`src/rtl/freq_sweep_ctrl.sv`:
```
// freq_sweep_ctrl
//   Frequency-setpoint controller for the DDS source, clocked on clk_50m.
//   NORM mode steps freq with the up/down keys along a fine (+/-1) then
//   coarse (COARSE_STEP) ladder. LEARN mode steps freq by LEARN_STEP on each
//   next_freq rise. SWEEP mode steps freq by LEARN_STEP every DWELL cycles.
//   The NORM setpoint is saved on learn entry and restored on exit.
//
// Ports
//   clk_50m    in   system clock
//   rst_n      in   asynchronous active-low reset
//   key_n[1:0] in   async buttons, active-low; [0]=down, [1]=up
//   learn_en   in   async level; rise enters LEARN/SWEEP, fall returns to NORM
//   auto_sweep in   async level, sampled at learn entry (1=SWEEP, 0=LEARN)
//   next_freq  in   async; each rising edge is one LEARN step
//   freq       out  current setpoint, units of 100 Hz
//   pinc       out  registered DDS phase increment, freq*10 + ((freq+2)>>2)
//   freq_upd   out  one-cycle pulse in the cycle pinc takes a new value
//   mode       out  FSM state: 01=NORM, 10=LEARN, 11=SWEEP
//   sweep_done out  LEARN/SWEEP has reached LEARN_MAX
//
// pinc is consumed in the DDS clock domain and only changes together with
// freq_upd. Each input edge is seen once and freq moves at most once per
// edge or dwell period, so pinc holds for >=3 cycles when DWELL>=3 and input
// edges are at least 3 cycles apart.
module freq_sweep_ctrl #(
  parameter int FREQ_W      = 16,
  parameter int PINC_W      = 24,
  parameter int FREQ_MIN    = 1,
  parameter int FINE_MAX    = 30,
  parameter int COARSE_STEP = 1500,
  parameter int FREQ_MAX    = 4500,
  parameter int LEARN_START = 10,
  parameter int LEARN_STEP  = 2,
  parameter int LEARN_MAX   = 4500,
  parameter int DWELL       = 50000000
) (
  input  logic              clk_50m,
  input  logic              rst_n,
  input  logic [1:0]        key_n,
  input  logic              learn_en,
  input  logic              auto_sweep,
  input  logic              next_freq,
  output logic [FREQ_W-1:0] freq,
  output logic [PINC_W-1:0] pinc,
  output logic              freq_upd,
  output logic [1:0]        mode,
  output logic              sweep_done
);

  typedef enum logic [1:0] {
    MODE_ILLEGAL = 2'b00,
    MODE_NORM    = 2'b01,
    MODE_LEARN   = 2'b10,
    MODE_SWEEP   = 2'b11
  } mode_e;

  localparam int CNT_W = (DWELL > 1) ? $clog2(DWELL) : 1;
  localparam logic [CNT_W-1:0]  CNT_LAST = CNT_W'(DWELL - 1);
  localparam logic [FREQ_W-1:0] F_MIN    = FREQ_W'(FREQ_MIN);
  localparam logic [FREQ_W-1:0] F_FINE   = FREQ_W'(FINE_MAX);
  localparam logic [FREQ_W-1:0] F_COARSE = FREQ_W'(COARSE_STEP);
  localparam logic [FREQ_W-1:0] F_MAX    = FREQ_W'(FREQ_MAX);
  localparam logic [FREQ_W-1:0] L_START  = FREQ_W'(LEARN_START);
  localparam logic [FREQ_W-1:0] L_MAX    = FREQ_W'(LEARN_MAX);
  localparam logic [PINC_W-1:0] PINC_RST = PINC_W'(FREQ_MIN * 10 + (FREQ_MIN + 2) / 4);
  // Idle levels of the synchronisers: keys released (high), levels low.
  // Bit map: 0=down key, 1=up key, 2=learn_en, 3=auto_sweep, 4=next_freq.
  localparam logic [4:0]        SYNC_RST = 5'b00011;

  logic [4:0] in_raw;
  logic [4:0] sync1_d, sync1_q, sync2_d, sync2_q, hist_d, hist_q;

  mode_e             mode_d, mode_q;
  logic [FREQ_W-1:0] freq_d, freq_q, freq_save_d, freq_save_q;
  logic [CNT_W-1:0]  cnt_d, cnt_q;
  logic [PINC_W-1:0] pinc_d, pinc_q, freq_ext;
  logic              freq_upd_d, freq_upd_q;
  logic              done_d, done_q;

  logic              down_press, up_press, learn_rise, learn_fall, next_rise;
  logic [FREQ_W:0]   learn_sum;
  logic [FREQ_W-1:0] learn_next, up_next, down_next;

  assign in_raw = {next_freq, auto_sweep, learn_en, key_n};

  always_comb begin
    sync1_d = in_raw;
    sync2_d = sync1_q;
    hist_d  = sync2_q;
  end

  // Keys are active-low, so a press is a falling edge of the synced level.
  assign down_press = hist_q[0] & ~sync2_q[0];
  assign up_press   = hist_q[1] & ~sync2_q[1];
  assign learn_rise = ~hist_q[2] & sync2_q[2];
  assign learn_fall = hist_q[2] & ~sync2_q[2];
  assign next_rise  = ~hist_q[4] & sync2_q[4];

  // One extra bit so the saturation compare cannot wrap.
  assign learn_sum  = {1'b0, freq_q} + (FREQ_W + 1)'(LEARN_STEP);
  assign learn_next = (learn_sum >= (FREQ_W + 1)'(LEARN_MAX)) ? L_MAX : learn_sum[FREQ_W-1:0];

  always_comb begin
    up_next = freq_q + F_COARSE;
    if (freq_q < F_FINE)       up_next = freq_q + FREQ_W'(1);
    else if (freq_q == F_FINE) up_next = F_COARSE;
    else if (freq_q >= F_MAX)  up_next = freq_q;
  end

  always_comb begin
    down_next = freq_q - F_COARSE;
    if (freq_q == F_MIN)         down_next = F_FINE;
    else if (freq_q <= F_FINE)   down_next = freq_q - FREQ_W'(1);
    else if (freq_q == F_COARSE) down_next = F_FINE;
  end

  always_comb begin
    mode_d      = mode_q;
    freq_d      = freq_q;
    freq_save_d = freq_save_q;
    cnt_d       = cnt_q;
    case (mode_q)
      MODE_NORM: begin
        // Learn entry takes priority; a key press in the same cycle is dropped.
        if (learn_rise) begin
          freq_save_d = freq_q;
          freq_d      = L_START;
          mode_d      = sync2_q[3] ? MODE_SWEEP : MODE_LEARN;
          cnt_d       = '0;
        end else if (down_press) begin
          freq_d = down_next;
        end else if (up_press) begin
          freq_d = up_next;
        end
      end
      MODE_LEARN: begin
        if (learn_fall) begin
          freq_d = freq_save_q;
          mode_d = MODE_NORM;
          cnt_d  = '0;
        end else if (next_rise) begin
          freq_d = learn_next;
        end
      end
      MODE_SWEEP: begin
        if (learn_fall) begin
          freq_d = freq_save_q;
          mode_d = MODE_NORM;
          cnt_d  = '0;
        end else if (freq_q < L_MAX) begin
          if (cnt_q == CNT_LAST) begin
            cnt_d  = '0;
            freq_d = learn_next;
          end else begin
            cnt_d = cnt_q + CNT_W'(1);
          end
        end
      end
      default: begin
        mode_d = MODE_NORM;
        freq_d = F_MIN;
        cnt_d  = '0;
      end
    endcase
    done_d = (mode_d == MODE_LEARN || mode_d == MODE_SWEEP) && (freq_d == L_MAX);
  end

  assign freq_ext   = PINC_W'(freq_q);
  assign pinc_d     = freq_ext * PINC_W'(10) + ((freq_ext + PINC_W'(2)) >> 2);
  assign freq_upd_d = (pinc_d != pinc_q);

  always_ff @(posedge clk_50m or negedge rst_n) begin
    if (!rst_n) begin
      sync1_q     <= SYNC_RST;
      sync2_q     <= SYNC_RST;
      hist_q      <= SYNC_RST;
      mode_q      <= MODE_NORM;
      freq_q      <= F_MIN;
      freq_save_q <= F_MIN;
      cnt_q       <= '0;
      done_q      <= 1'b0;
      pinc_q      <= PINC_RST;
      freq_upd_q  <= 1'b0;
    end else begin
      sync1_q     <= sync1_d;
      sync2_q     <= sync2_d;
      hist_q      <= hist_d;
      mode_q      <= mode_d;
      freq_q      <= freq_d;
      freq_save_q <= freq_save_d;
      cnt_q       <= cnt_d;
      done_q      <= done_d;
      pinc_q      <= pinc_d;
      freq_upd_q  <= freq_upd_d;
    end
  end

  assign freq       = freq_q;
  assign pinc       = pinc_q;
  assign freq_upd   = freq_upd_q;
  assign mode       = mode_q;
  assign sweep_done = done_q;

endmodule

```
`config.mk`:
```
export PLATFORM = sky130hd
export DESIGN_NAME = freq_sweep_ctrl
export DESIGN_NICKNAME = d
export VERILOG_FILES = /design/src/rtl/freq_sweep_ctrl.sv
export SDC_FILE = /design/constraint.sdc
export NUM_CORES = 1
export LEC_CHECK = 0
export BUFFER_PORTS_ARGS = -buffer_cell sky130_fd_sc_hd__buf_4
export CAP_MARGIN = 15
export CORE_MARGIN = 5
export CORE_UTILIZATION = 45
export DETAILED_ROUTE_END_ITERATION = 16
export GPL_TIMING_DRIVEN = 0
export MAX_ROUTING_LAYER = met4
export PLACE_DENSITY = 0.68
export SYNTH_ARGS = -nofsm -noshare
export SYNTH_HDL_FRONTEND = slang
export SYNTH_SLANG_ARGS = --single-unit
```
`constraint.sdc`:
```
create_clock -name clk_50m -period 7.7 [get_ports clk_50m]
set_input_delay 1.54 -clock clk_50m [delete_from_list [all_inputs] [get_ports clk_50m]]
set_output_delay 1.54 -clock clk_50m [all_outputs]
set_load 0.005 [all_outputs]
```
==> results by group, run 1 <==
Route
  – Vias/cell: 6.06
  – WL final: 23200 um
  – 1st-iter DRT viols: 622
  – Detail Route Antenna Nets: 0
  – DR pass1 iterations: 8
  – Detail-routed net length per standard cell: 18.9 um
  – Drc violations: 0
  – Via count: 7411

Global routing
  – Most crowded layer after global routing: met2
  – Largest net degree at the start of global routing: 52
  – Met3 GRT Util: 3.08%
  – Initial antenna violation count: 0
  – Met2 usage: 37.5%
  – GR Util met1: 32.1%
  – GRT Overall Usage: 23.6%
  – Vias in the first global route: 7029
  – First-pass GRT wire length: 37600 um
  – GRT overflow: 0

Clock tree
  – Num CTS Buffers: 9
  – TritonCTS clock tree: built
  – PostCTS Resize Cnt: 0
  – Clk Latency, worst-skew pair: 0.36 ns
  – Cell chosen for the clock root: clkbuf_16
  – H-tree levels: 3
  – CTS max path bufs: 2
  – Hold buffer count at CTS: 0
  – CTS sink count: 97
  – Post-CTS Setup Repair Bufs: 0
  – Clock slew at reported path FFs: 0.08 ns

Worst setup path
  – Worst setup SP type: flip-flop
  – CP Data Required Time: 7.92 ns
  – Critical Setup Path Class: flip-flop to flip-flop
  – Crit path DAT: 5.47 ns
  – CP max FO: 10
  – CP endpoint kind: flip-flop

Timing
  – Least-Margin Pin Slew: 1.27 ns
  – Final worst-path cycle share: 68.2%
  – Layout Skew: 0.0106 ns
  – Final Max Tran Viols: 0
  – Setup violators final: 0
  – Worst slew margin: 14.8%
  – Fmax: 190 MHz
  – Unrepaired setup endpoints after global routing: no
  – Hold_ws: 0.358 ns
  – Final TNS setup: 0 ns
  – Tmin final: 5.25 ns
  – Final hold vios: 0

Synthesis
  – Post-synthesis async set-or-reset flop share: 100%
  – Number of synthesized register bits: 97
  – Leading area contributor after synthesis: dfrtp_1
  – Synth Instances: 929
  – EDFF count, synth: 0
  – Register area share after synthesis: 30.7%
  – Post-synth cell types: 90
  – Mapped Area: 0.00794 mm^2
  – Most frequent cells after synthesis: nor2_1 (90), dfrtp_1 (86), nand2_1 (75)
  – Avg Cell Area, Syn: 8.55 um^2
  – Synth top area share: 27.1%
  – Synth top area cells: dfrtp_1 (27%), ha_1 (7.7%), xnor2_1 (5.4%)
  – Synthesis Warnings: 0
  – Predominant post-synthesis flop cell: dfrtp_1
  – Count leader, synth: nor2_1

Cells and area
  – Post-route cell area: 0.00894 mm^2
  – Final #Nets: 1050
  – N_diodes: 0
  – Share of layout cells above drive strength 1: 14.3%
  – Fillers: 1670
  – P&R area growth vs syn: 12.6%

Outcome
  – Status: completed

Floorplan
  – Die Width: 143 um
  – Initial core utilization: 45.9%
  – Core area: 0.0173 mm^2
  – IO Pins: 51
  – Die height: 143 um
  – Die area: 0.0204 mm^2
  – # rows: 48

Power and ir drop
  – Leakage power: 0.00396 uW
  – Peak supply drop: 0.000306 V
  – Power per cell area: 470 mW/mm^2

Hold path
  – Worst Hold Class: flip-flop to flip-flop

Placement
  – Gpl congestion: 1.01
  – Detailed Place HPWL: 17500 um
  – Port Buffers: 47
  – Dpl cell area: 0.00862 mm^2

Run
  – Total of max-cap violations: 0
==> registers in the layout, indices dropped and copies added (netlist names) <==
register     count
sweep_done       1
sync1_q          5
freq_save_q     16
freq_upd         1
pinc            21
freq            16
cnt_q           26
hist_q           4
hist_d           5
mode             2
==> logic make-up (layout without fill, tap and decap cells) <==
family          Yosys count  in the layout  synth area share (%)
buf+inv                  70            135                  3.91
simple gates            367            367                  24.5
fa+ha+maj                53             53                  8.51
compound gates          246            246                  21.3
mux                      15             15                  2.10
xor+xnor                 80             80                  8.92
flops                    97             97                  30.7
other cells               1              4                0.0472
==> cell usage in the layout, fill, tap and decap left out, types with 6 or more instances in the layout <==
master,instances
a21o_1,14
a21oi_1,44
a31oi_1,13
and2_1,16
and3_1,16
and4_1,7
buf_2,11
buf_4,55
clkbuf_1,28
clkbuf_16,9
dfrtp_1,86
dfstp_2,11
ha_1,49
inv_1,22
mux2_2,13
nand2_1,75
nand2b_1,15
nand3_1,28
nand4_1,18
nor2_1,90
nor2b_1,13
nor3_1,31
nor4_1,6
o211ai_1,9
o21a_1,11
o21ai_0,60
o22ai_1,11
o31ai_1,9
or2_2,8
or3_1,6
xnor2_1,49
xor2_1,30
==> worst max-delay path, stage by stage (launching register included) <==
cell	delay [ns]
dfrtp_1	0.56
ha_1	0.21
buf_2	0.23
and4_1	0.34
nand3_1	0.26
xnor2_1	0.23
ha_1	0.35
clkbuf_1	0.36
xnor2_1	0.17
nor2_1	0.05
a2111oi_0	0.45
o2111ai_1	0.20
nor4_1	0.40
o2111ai_1	0.20
a2111oi_0	0.51
nand4_1	0.16
nor4_1	0.31
nand4_1	0.12
==> final timing paths <==
check | start | to | slack, ns | cells past startpoint
setup reg to reg | freq[3]$_DFF_PN0_ | freq_upd$_DFF_PN0_ | 2.45 | 17
hold / removal | sync1_q[0]$_DFF_PN1_ | hist_d[0]$_DFF_PN1_ | 0.36 | 0
setup / recovery | freq[3]$_DFF_PN0_ | freq_upd$_DFF_PN0_ | 2.45 | 17
hold reg to reg | sync1_q[0]$_DFF_PN1_ | hist_d[0]$_DFF_PN1_ | 0.36 | 0
min in group asynchronous | rst_n | pinc[5]$_DFF_PN0_ | 1.21 | 1
max in group asynchronous | rst_n | pinc[1]$_DFF_PN1_ | 5.79 | 2
==> per-layer routing <==
layer | routed length, um | vias to the layer above
met1 | 10200 | 3526
met3 | 1760 | 35
met5 | 0 | -
li1 | - | 3537
met4 | 416 | 0
met2 | 10800 | 313
==> per-stage QoR <==
stage | total power [uW] | worst slack, ns | std cells | util [%]
6_report | 4210 | 2.45 | 1222 | 51.7
5_1_grt | 4570 | 2.04 | 1222 | 51.7
4_1_cts | 4200 | 2.49 | 1222 | 51.7
3_5_place_dp | 3680 | 2.51 | 1206 | 49.8
3_3_place_gp | 3650 | 2.48 | 1204 | 49.6
2_1_floorplan | 2950 | 3.55 | 932 | -
==> where the power goes <==
part	internal, uW	total [uW]	switching [uW]
Sequential	669	841	172
Clock	262	491	229
Combinational	1220	2870	1650
Total	2150	4210	2050
==> cell type report <==
| cell class | instances | area, um^2 | area share [%] |
|---|---|---|---|
| Multi-Input combinational cell | 765 | 5200 | 58.2 |
| Timing Repair Buffer | 49 | 388 | 4.34 |
| Clock inverter | 7 | 95.1 | 1.06 |
| Sequential cell | 97 | 2440 | 27.3 |
| Buffer | 48 | 228 | 2.55 |
| Clock buffer | 9 | 225 | 2.52 |
| Tap cell | 225 | 282 | 3.15 |
| Inverter | 22 | 82.6 | 0.924 |
No activity file was read; power rests on OpenSTA's default activity.
==> run 2, diff against run 1 <==
--- a/config.mk
+++ b/config.mk
@@ -5,6 +5,7 @@
 export SDC_FILE = /design/constraint.sdc
 export NUM_CORES = 1
 export LEC_CHECK = 0
+export ABC_AREA = 1
 export BUFFER_PORTS_ARGS = -buffer_cell sky130_fd_sc_hd__buf_4
 export CAP_MARGIN = 15
 export CORE_MARGIN = 5
@@ -12,7 +13,7 @@
 export DETAILED_ROUTE_END_ITERATION = 16
 export GPL_TIMING_DRIVEN = 0
 export MAX_ROUTING_LAYER = met4
-export PLACE_DENSITY = 0.68
+export PLACE_DENSITY = 0.7
 export SYNTH_ARGS = -nofsm -noshare
 export SYNTH_HDL_FRONTEND = slang
 export SYNTH_SLANG_ARGS = --single-unit
==> constraint.sdc (replaced) <==
create_clock -name clk_50m -period 4.4 [get_ports clk_50m]
set_input_delay 0.88 -clock clk_50m [delete_from_list [all_inputs] [get_ports clk_50m]]
set_output_delay 0.88 -clock clk_50m [all_outputs]
set_load 0.005 [all_outputs]
==> results by group, run 2 <==
Worst setup path
  – Crit path DAT: 4.16 ns (-1.31 ns)
  – Worst setup SP type: flip-flop
  – WP buf/inv: 3 (+1)
  – CP max FO: 11 (+1)
  – CP endpoint kind: flip-flop
  – Most common cell on crit path: nand2_1
  – Crit-path leading delay family: simple AND/OR/NAND/NOR gates
  – FF-to-FF Start: freq[0]$_DFF_PN1_
  – Slowest cell on crit path: dfstp_2
  – Critical path startpoint: freq[0]$_DFF_PN1_
  – CP Data Required Time: 4.65 ns (-3.27 ns)
  – Max incr delay on CP: 0.75 ns (+0.19 ns)
  – Critical Setup Path Class: flip-flop to flip-flop

Timing
  – Least-Margin Pin Slew: 0.836 ns (-0.432 ns)
  – Layout Skew: 0.0106 ns (-0.0000340 ns)
  – Worst slew margin: 43.8% (+29 points)
  – Fmax: 256 MHz (+35%)
  – Final TNS setup: 0 ns (unchanged)
  – Setup violators final: 0 (unchanged)
  – Tmin final: 3.90 ns (-1.35 ns)
  – Unrepaired setup endpoints after global routing: no
  – Final worst-path cycle share: 88.7% (+20 points)
  – Final hold vios: 0 (unchanged)
  – Final Max Tran Viols: 0 (unchanged)

Floorplan
  – # rows: 51 (+6.3%)
  – Die area: 0.0224 mm^2 (+10%)
  – Die Width: 150 um (+4.9%)
  – Die height: 150 um (+4.9%)
  – IO Pins: 51 (unchanged)
  – Initial core utilization: 45.5% (-0.41 points)
  – Core area: 0.0193 mm^2 (+12%)

Cells and area
  – Register with the most flip-flops: cnt_q
  – Fillers: 2003 (+20%)
  – Commonest non-fill, non-tap cells in the layout: nand2_1 (381), inv_1 (164), nand3_1 (134)
  – N_diodes: 0 (unchanged)
  – Fin cells: 1685 (+38%)
  – Most common cell after layout, fill and taps aside: nand2_1
  – Final #Nets: 1473 (+40%)
  – Max FFs per register: 26 (unchanged)
  – Share of layout cells above drive strength 1: 12.0% (-2.3 points)
  – P&R area growth vs syn: 11.7%

Synthesis
  – EDFF count, synth: 0 (unchanged)
  – Synth Instances: 1353 (+46%)
  – Number of synthesized register bits: 97 (unchanged)
  – Synth top area cells: dfrtp_1 (24%), nand2_1 (16%), nand3_1 (7.6%)
  – Predominant post-synthesis flop cell: dfrtp_1
  – Count leader, synth: nand2_1
  – Mapped Area: 0.00880 mm^2 (+11%)
  – Avg Cell Area, Syn: 6.50 um^2 (-24%)
  – Post-synth cell types: 54 (-40%)
  – Synth top area share: 24.5% (-2.6 points)
  – Most frequent cells after synthesis: nand2_1 (381), inv_1 (164), nand3_1 (134)
  – Post-synthesis async set-or-reset flop share: 100% (unchanged)
  – Register area share after synthesis: 27.8% (-3.0 points)
  – Synthesis Warnings: 0 (unchanged)
  – Leading area contributor after synthesis: dfrtp_1

Power and ir drop
  – Peak supply drop: 0.000328 V (+7.4%)
  – Comb pwr share: 73.3% (+5.0 points)
  – Net Switching: 4730 uW (+130%)
  – Internal: 3910 uW (+82%)
  – Power, Total: 8630 uW (+110%)
  – Power per cell area: 879 mW/mm^2 (+87%)
  – Sw frac: 54.7% (+5.9 points)
  – Leakage power: 0.00503 uW (+27%)
  – Share of total power in the clock network: 9.5% (-2.2 points)
  – Sequential share of power: 17.1% (-2.9 points)

Route
  – WL final: 25700 um (+11%)
  – Detail-routed net length per standard cell: 15.3 um (-19%)
  – Via count: 9110 (+23%)
  – 1st-iter DRT viols: 660 (+6.1%)
  – DR pass1 iterations: 5 (-3)
  – Vias/cell: 5.41 (-11%)
  – Detail Route Antenna Nets: 0 (unchanged)
  – Drc violations: 0 (unchanged)

Clock tree
  – Hold buffer count at CTS: 0 (unchanged)
  – PostCTS Resize Cnt: 0 (unchanged)
  – Clk Latency, worst-skew pair: 0.37 ns (about the same)
  – CTS sink count: 97 (unchanged)
  – CTS max path bufs: 2 (unchanged)
  – Num CTS Buffers: 9 (unchanged)
  – TritonCTS clock tree: built
  – Post-CTS Setup Repair Bufs: 0 (unchanged)
  – H-tree levels: 3 (unchanged)
  – Clock slew at reported path FFs: 0.08 ns (about the same)
  – Cell chosen for the clock root: clkbuf_16

Global routing
  – GRT Overall Usage: 24.1% (+0.50 points)
  – First-pass GRT wire length: 42400 um (+13%)
  – Vias in the first global route: 8495 (+21%)
  – GRT overflow: 0 (unchanged)
  – Initial antenna violation count: 0 (unchanged)
  – Largest net degree at the start of global routing: 54 (+3.8%)

Placement
  – Detailed Place HPWL: 20500 um (+17%)
  – Gpl congestion: 0.978 (-3.0%)
  – Port Buffers: 47 (unchanged)
  – Placed Cells: 1669 (+38%)

Outcome
  – Status: completed

Run
  – Total of max-cap violations: 0 (unchanged)

Hold path
  – Hold wc startpoint: sync1_q[3]$_DFF_PN0_
  – Worst Hold Class: flip-flop to flip-flop
[run 2: cell count changes after synthesis, moves of 25 or more]
| cell | previous run | this run |
|---|---|---|
| nand2_1 | 75 | 381 |
| inv_1 | 22 | 164 |
| nand3_1 | 28 | 134 |
| a21oi_1 | 44 | 85 |
| xnor2_1 | 49 | 13 |
| nor2_1 | 90 | 115 |
[run 2: power by group through the flow]
stage	clock [uW]	sequential (uW)	combinational (uW)
floorplan	0	1420	4780
global placement	0	1490	6150
detailed placement	0	1500	6240
CTS	848	1480	6280
global route	880	1520	7210
finish	824	1480	6330
[run 2: per-layer routing]
layer	GRT usage, %	vias up	wire [um]
met5	-	-	0
met4	8.46	0	660
met3	2.91	43	1590
met2	37.9	321	11700
met1	32.4	4209	11800
li1	-	4537	-
[run 2: metrics by stage]
stage	util, %	setup slack [ns]	hold slack, ns	instance area [um^2]
after floorplan	-	1.08	0.331	8810
after global placement	49.1	0.527	0.332	9490
after detailed placement	49.2	0.489	0.338	9520
after CTS	50.8	0.501	0.357	9830
after global routing	50.8	0.131	0.368	9830
final	50.8	0.497	0.355	9830
[run 2: worst reg2reg max path, stage by stage, from the launching register on]
cell and delay (ns):
dfstp_2 0.75, ha_1 0.22, ha_1 0.19, inv_1 0.06, fa_1 0.40, inv_1 0.07
nand2_1 0.04, nand2_1 0.08, and2_1 0.19, xor2_1 0.09, ha_1 0.36, inv_1 0.07
o21bai_1 0.12, nor2_1 0.06, nand2_1 0.15, nand4_1 0.14, nand2_1 0.13, nand2_2 0.09
nand3_2 0.09, nand2_1 0.06, nand2_1 0.07, nand2_1 0.07, nand2_1 0.06, nand2_1 0.05
nor2_1 0.11, nand3_1 0.08
[run 2: cell families (layout without fill, tap and decap cells)]
kind of cell,Yosys count,count (layout),synth area share [%]
other,1,4,0.0426
adder cells (fa/ha/maj),51,51,7.43
buffers and inverters,219,283,10.6
AO/OA/AOI/OAI,183,183,11.4
flip-flops,97,97,27.8
XOR/XNOR,33,33,3.44
AND/OR/NAND/NOR,769,769,39.4
[run 2: area by class of cell]
class	instances	area [um^2]	share of cell area, %
multi-input combinational	1040	5440	55.3
sequential	97	2440	24.8
inverter	178	671	6.83
timing repair buffer	48	380	3.87
tap	265	332	3.37
buffer	41	259	2.64
clock buffer	9	225	2.29
clock inverter	7	81.3	0.828
[run 2: path summary, 6_finish.rpt]
| path | to | slack, ns | cells past startpoint |
|---|---|---|---|
| max | freq_upd$_DFF_PN0_ | 0.50 | 25 |
| max reg2reg | freq_upd$_DFF_PN0_ | 0.50 | 25 |
| min | hist_d[3]$_DFF_PN0_ | 0.36 | 0 |
| max in group asynchronous | freq_save_q[0]$_DFFE_PN1P_ | 3.16 | 2 |
| min reg2reg | hist_d[3]$_DFF_PN0_ | 0.36 | 0 |
| min in group asynchronous | pinc[6]$_DFF_PN0_ | 0.50 | 1 |
==> run 3, diff against run 2 <==
--- a/config.mk
+++ b/config.mk
@@ -8,12 +8,14 @@
 export ABC_AREA = 1
 export BUFFER_PORTS_ARGS = -buffer_cell sky130_fd_sc_hd__buf_4
 export CAP_MARGIN = 15
+export CELL_PAD_IN_SITES_DETAIL_PLACEMENT = 1
+export CELL_PAD_IN_SITES_GLOBAL_PLACEMENT = 1
 export CORE_MARGIN = 5
-export CORE_UTILIZATION = 45
+export CORE_UTILIZATION = 41
 export DETAILED_ROUTE_END_ITERATION = 16
 export GPL_TIMING_DRIVEN = 0
 export MAX_ROUTING_LAYER = met4
-export PLACE_DENSITY = 0.7
+export PLACE_DENSITY = 0.85
 export SYNTH_ARGS = -nofsm -noshare
 export SYNTH_HDL_FRONTEND = slang
 export SYNTH_SLANG_ARGS = --single-unit
==> results by group, run 3 (same netlist as run 2, synthesis figures left out) <==
Worst setup path
  – FF-to-FF setup slack: 0.35 ns (-0.14 ns)
  – Slowest cell on crit path: dfstp_4
  – CP Data Required Time: 4.65 ns (about the same)
  – CP endpoint kind: flip-flop
  – Reg2reg end: freq_upd$_DFF_PN0_
  – Critical Setup Path Class: flip-flop to flip-flop
  – CP max FO: 6 (-5)
  – Cells on worst reg2reg path: 23 (-8.0%)
  – Max incr delay on CP: 0.69 ns (-0.06 ns)
  – Crit path DAT: 4.30 ns (+0.14 ns)
  – CP Cell Sequence: ha_1, ha_1, inv_1, fa_1, inv_1, nand2_1, nand2_1, and2_1, xor2_1, ha_1, inv_1, o21bai_1, nor2_1, nand2_1, nand3b_1, nand3_1, nand3_1, nor2_1, nand3_1, nor2_1, nand2_1, nor2_1, nand3_1
  – FF-to-FF Start: freq[0]$_DFF_PN1_
  – Worst setup SP type: flip-flop
  – WP buf/inv: 3 (unchanged)
  – Crit-path leading delay family: simple AND/OR/NAND/NOR gates

Route
  – WL final: 31300 um (+22%)
  – Detail-routed net length per standard cell: 18.4 um (+21%)
  – Via count: 9496 (+4.2%)
  – Detail Route Antenna Nets: 0 (unchanged)
  – 1st-iter DRT viols: 622 (-5.8%)
  – DR pass1 iterations: 5 (unchanged)
  – Vias/cell: 5.59 (+3.4%)
  – Drc violations: 0 (unchanged)

Cells and area
  – Most common cell after layout, fill and taps aside: nand2_1
  – Area of the multi-input gates: 0.00544 mm^2 (unchanged)
  – Max FFs per register: 26 (unchanged)
  – P&R area growth vs syn: 12.2%
  – FF+latch area: 0.00244 mm^2 (+0.15%)
  – Register with the most flip-flops: cnt_q
  – Share of layout cells above drive strength 1: 12.2% (+0.19 points)
  – Final #Nets: 1476 (+0.20%)
  – N_diodes: 0 (unchanged)
  – Commonest non-fill, non-tap cells in the layout: nand2_1 (381), inv_1 (164), nand3_1 (134)
  – End-of-flow core utilization: 46.8% (-4.0 points)
  – Fillers: 2871 (+43%)

Timing
  – Layout Skew: 0.00856 ns (-0.00199 ns)
  – Worst setup margin: 0.354 ns (-0.143 ns)
  – Least-Margin Pin Slew: 0.777 ns (-0.0588 ns)
  – Final hold vios: 0 (unchanged)
  – Setup violators final: 0 (unchanged)
  – Final Max Tran Viols: 0 (unchanged)
  – Fmax: 247 MHz (-3.5%)
  – Final worst-path cycle share: 91.9% (+3.3 points)
  – Final TNS setup: 0 ns (unchanged)
  – Tmin final: 4.05 ns (+0.143 ns)
  – Worst slew margin: 48.0% (+4.2 points)

Global routing
  – First-pass GRT wire length: 50100 um (+18%)
  – Met3 GRT Util: 2.57% (-0.34 points)
  – Most crowded layer after global routing: met2
  – Vias in the first global route: 9583 (+13%)
  – Met2 usage: 45.5% (+7.7 points)
  – Initial antenna violation count: 0 (unchanged)
  – GRT Overall Usage: 26.4% (+2.2 points)
  – Largest net degree at the start of global routing: 58 (+7.4%)
  – GR Util met1: 33.1% (+0.71 points)
  – GRT overflow: 0 (unchanged)

Power and ir drop
  – Power per cell area: 915 mW/mm^2 (+4.1%)
  – Leakage power: 0.00505 uW (+0.33%)
  – Peak supply drop: 0.000277 V (-16%)

Clock tree
  – CTS sink count: 97 (unchanged)
  – H-tree levels: 3 (unchanged)
  – Clk Latency, worst-skew pair: 0.37 ns (about the same)
  – Cell chosen for the clock root: clkbuf_16
  – Clock slew at reported path FFs: 0.08 ns (about the same)
  – CTS max path bufs: 2 (unchanged)
  – TritonCTS clock tree: built
  – Num CTS Buffers: 9 (unchanged)
  – Hold buffer count at CTS: 0 (unchanged)

Placement
  – Gpl congestion: 0.993 (+1.5%)
  – Port Buffers: 47 (unchanged)
  – Worst slack, placed: 0.331 ns (-0.158 ns)
  – Detailed Place HPWL: 24400 um (+19%)

Floorplan
  – IO Pins: 51 (unchanged)
  – Die Width: 156 um (+4.4%)
  – # rows: 53 (+3.9%)
  – Initial core utilization: 41.7% (-3.8 points)
  – Core area: 0.0211 mm^2 (+9.1%)
  – Die height: 156 um (+4.4%)
  – Die area: 0.0245 mm^2 (+9.1%)

Run
  – Total of max-cap violations: 0 (unchanged)

Outcome
  – Status: completed

Hold path
  – Hold wc startpoint: sync1_q[3]$_DFF_PN0_
  – Worst hold path cell count: 0 (unchanged)
  – Worst Hold Class: flip-flop to flip-flop
  – Hold Path Sink: hist_d[3]$_DFF_PN0_
==> run 3: worst max path at each step <==
| stage | start | to | slack [ns] | cells after the start |
|---|---|---|---|---|
| 2_1_floorplan | freq[0]$_DFF_PN1_ | freq_upd$_DFF_PN0_ | 1.08 | 25 |
| 3_3_place_gp | freq[0]$_DFF_PN1_ | freq_upd$_DFF_PN0_ | 0.47 | 23 |
| 3_5_place_dp | freq[0]$_DFF_PN1_ | freq_upd$_DFF_PN0_ | 0.33 | 23 |
| 4_1_cts | freq[0]$_DFF_PN1_ | freq_upd$_DFF_PN0_ | 0.27 | 23 |
| 5_1_grt | freq[0]$_DFF_PN1_ | freq_upd$_DFF_PN0_ | -0.001 | 23 |
| 6_report | freq[0]$_DFF_PN1_ | freq_upd$_DFF_PN0_ | 0.35 | 23 |
==> run 3: layout make-up <==
type | instances | share of cell area [%]
multi-input cells | 1040 | 55.1
flip-flops and latches | 97 | 24.8
inverters | 178 | 6.79
well taps | 275 | 3.49
plain buffers | 41 | 2.62
repair buffers | 51 | 4.08
clock inverters | 7 | 0.887
clock buffers | 9 | 2.28
==> run 3: worst reg2reg max path, cell delays in order (launching register included) <==
cell,delay [ns]
dfstp_4,0.69
ha_1,0.21
ha_1,0.23
inv_1,0.07
fa_1,0.41
inv_1,0.08
nand2_1,0.05
nand2_1,0.09
and2_1,0.19
xor2_1,0.18
ha_1,0.30
inv_1,0.10
o21bai_1,0.07
nor2_1,0.11
nand2_1,0.15
nand3b_1,0.21
nand3_1,0.09
nand3_1,0.08
nor2_1,0.14
nand3_1,0.13
nor2_1,0.12
nand2_1,0.08
nor2_1,0.09
nand3_1,0.08
==> run 3: per-layer routing <==
| metal | wire (um) | part of all wire [%] | vias to the layer above |
|---|---|---|---|
| li1 | - | - | 4538 |
| met1 | 13500 | 43 | 4677 |
| met2 | 15600 | 50 | 235 |
| met3 | 1540 | 4.9 | 46 |
| met4 | 671 | 2.1 | 0 |
| met5 | 0 | 0 | - |
==> run 3: what timing repair did <==
item                                    CTS  global route
endpoints found under the setup margin    0             1
resized for setup                         0             1
setup buffers                             0             3
endpoints found under the hold margin     0             0
==> run 3: through the flow <==
| step | total power (uW) | std cells | hold WS [ns] | cell area, um^2 |
|---|---|---|---|---|
| floorplan | 6190 | 1356 | 0.331 | 8810 |
| global placement | 7740 | 1678 | 0.332 | 9500 |
| detailed placement | 8030 | 1679 | 0.345 | 9530 |
| CTS | 8990 | 1695 | 0.355 | 9840 |
| global route | 9960 | 1698 | 0.367 | 9870 |
| finish | 9030 | 1698 | 0.353 | 9870 |
==> run 3: where the power goes <==
part           internal, uW  switching (uW)
Combinational          2350            4310
Sequential             1190             297
Clock                   454             425
Total                  3990            5030
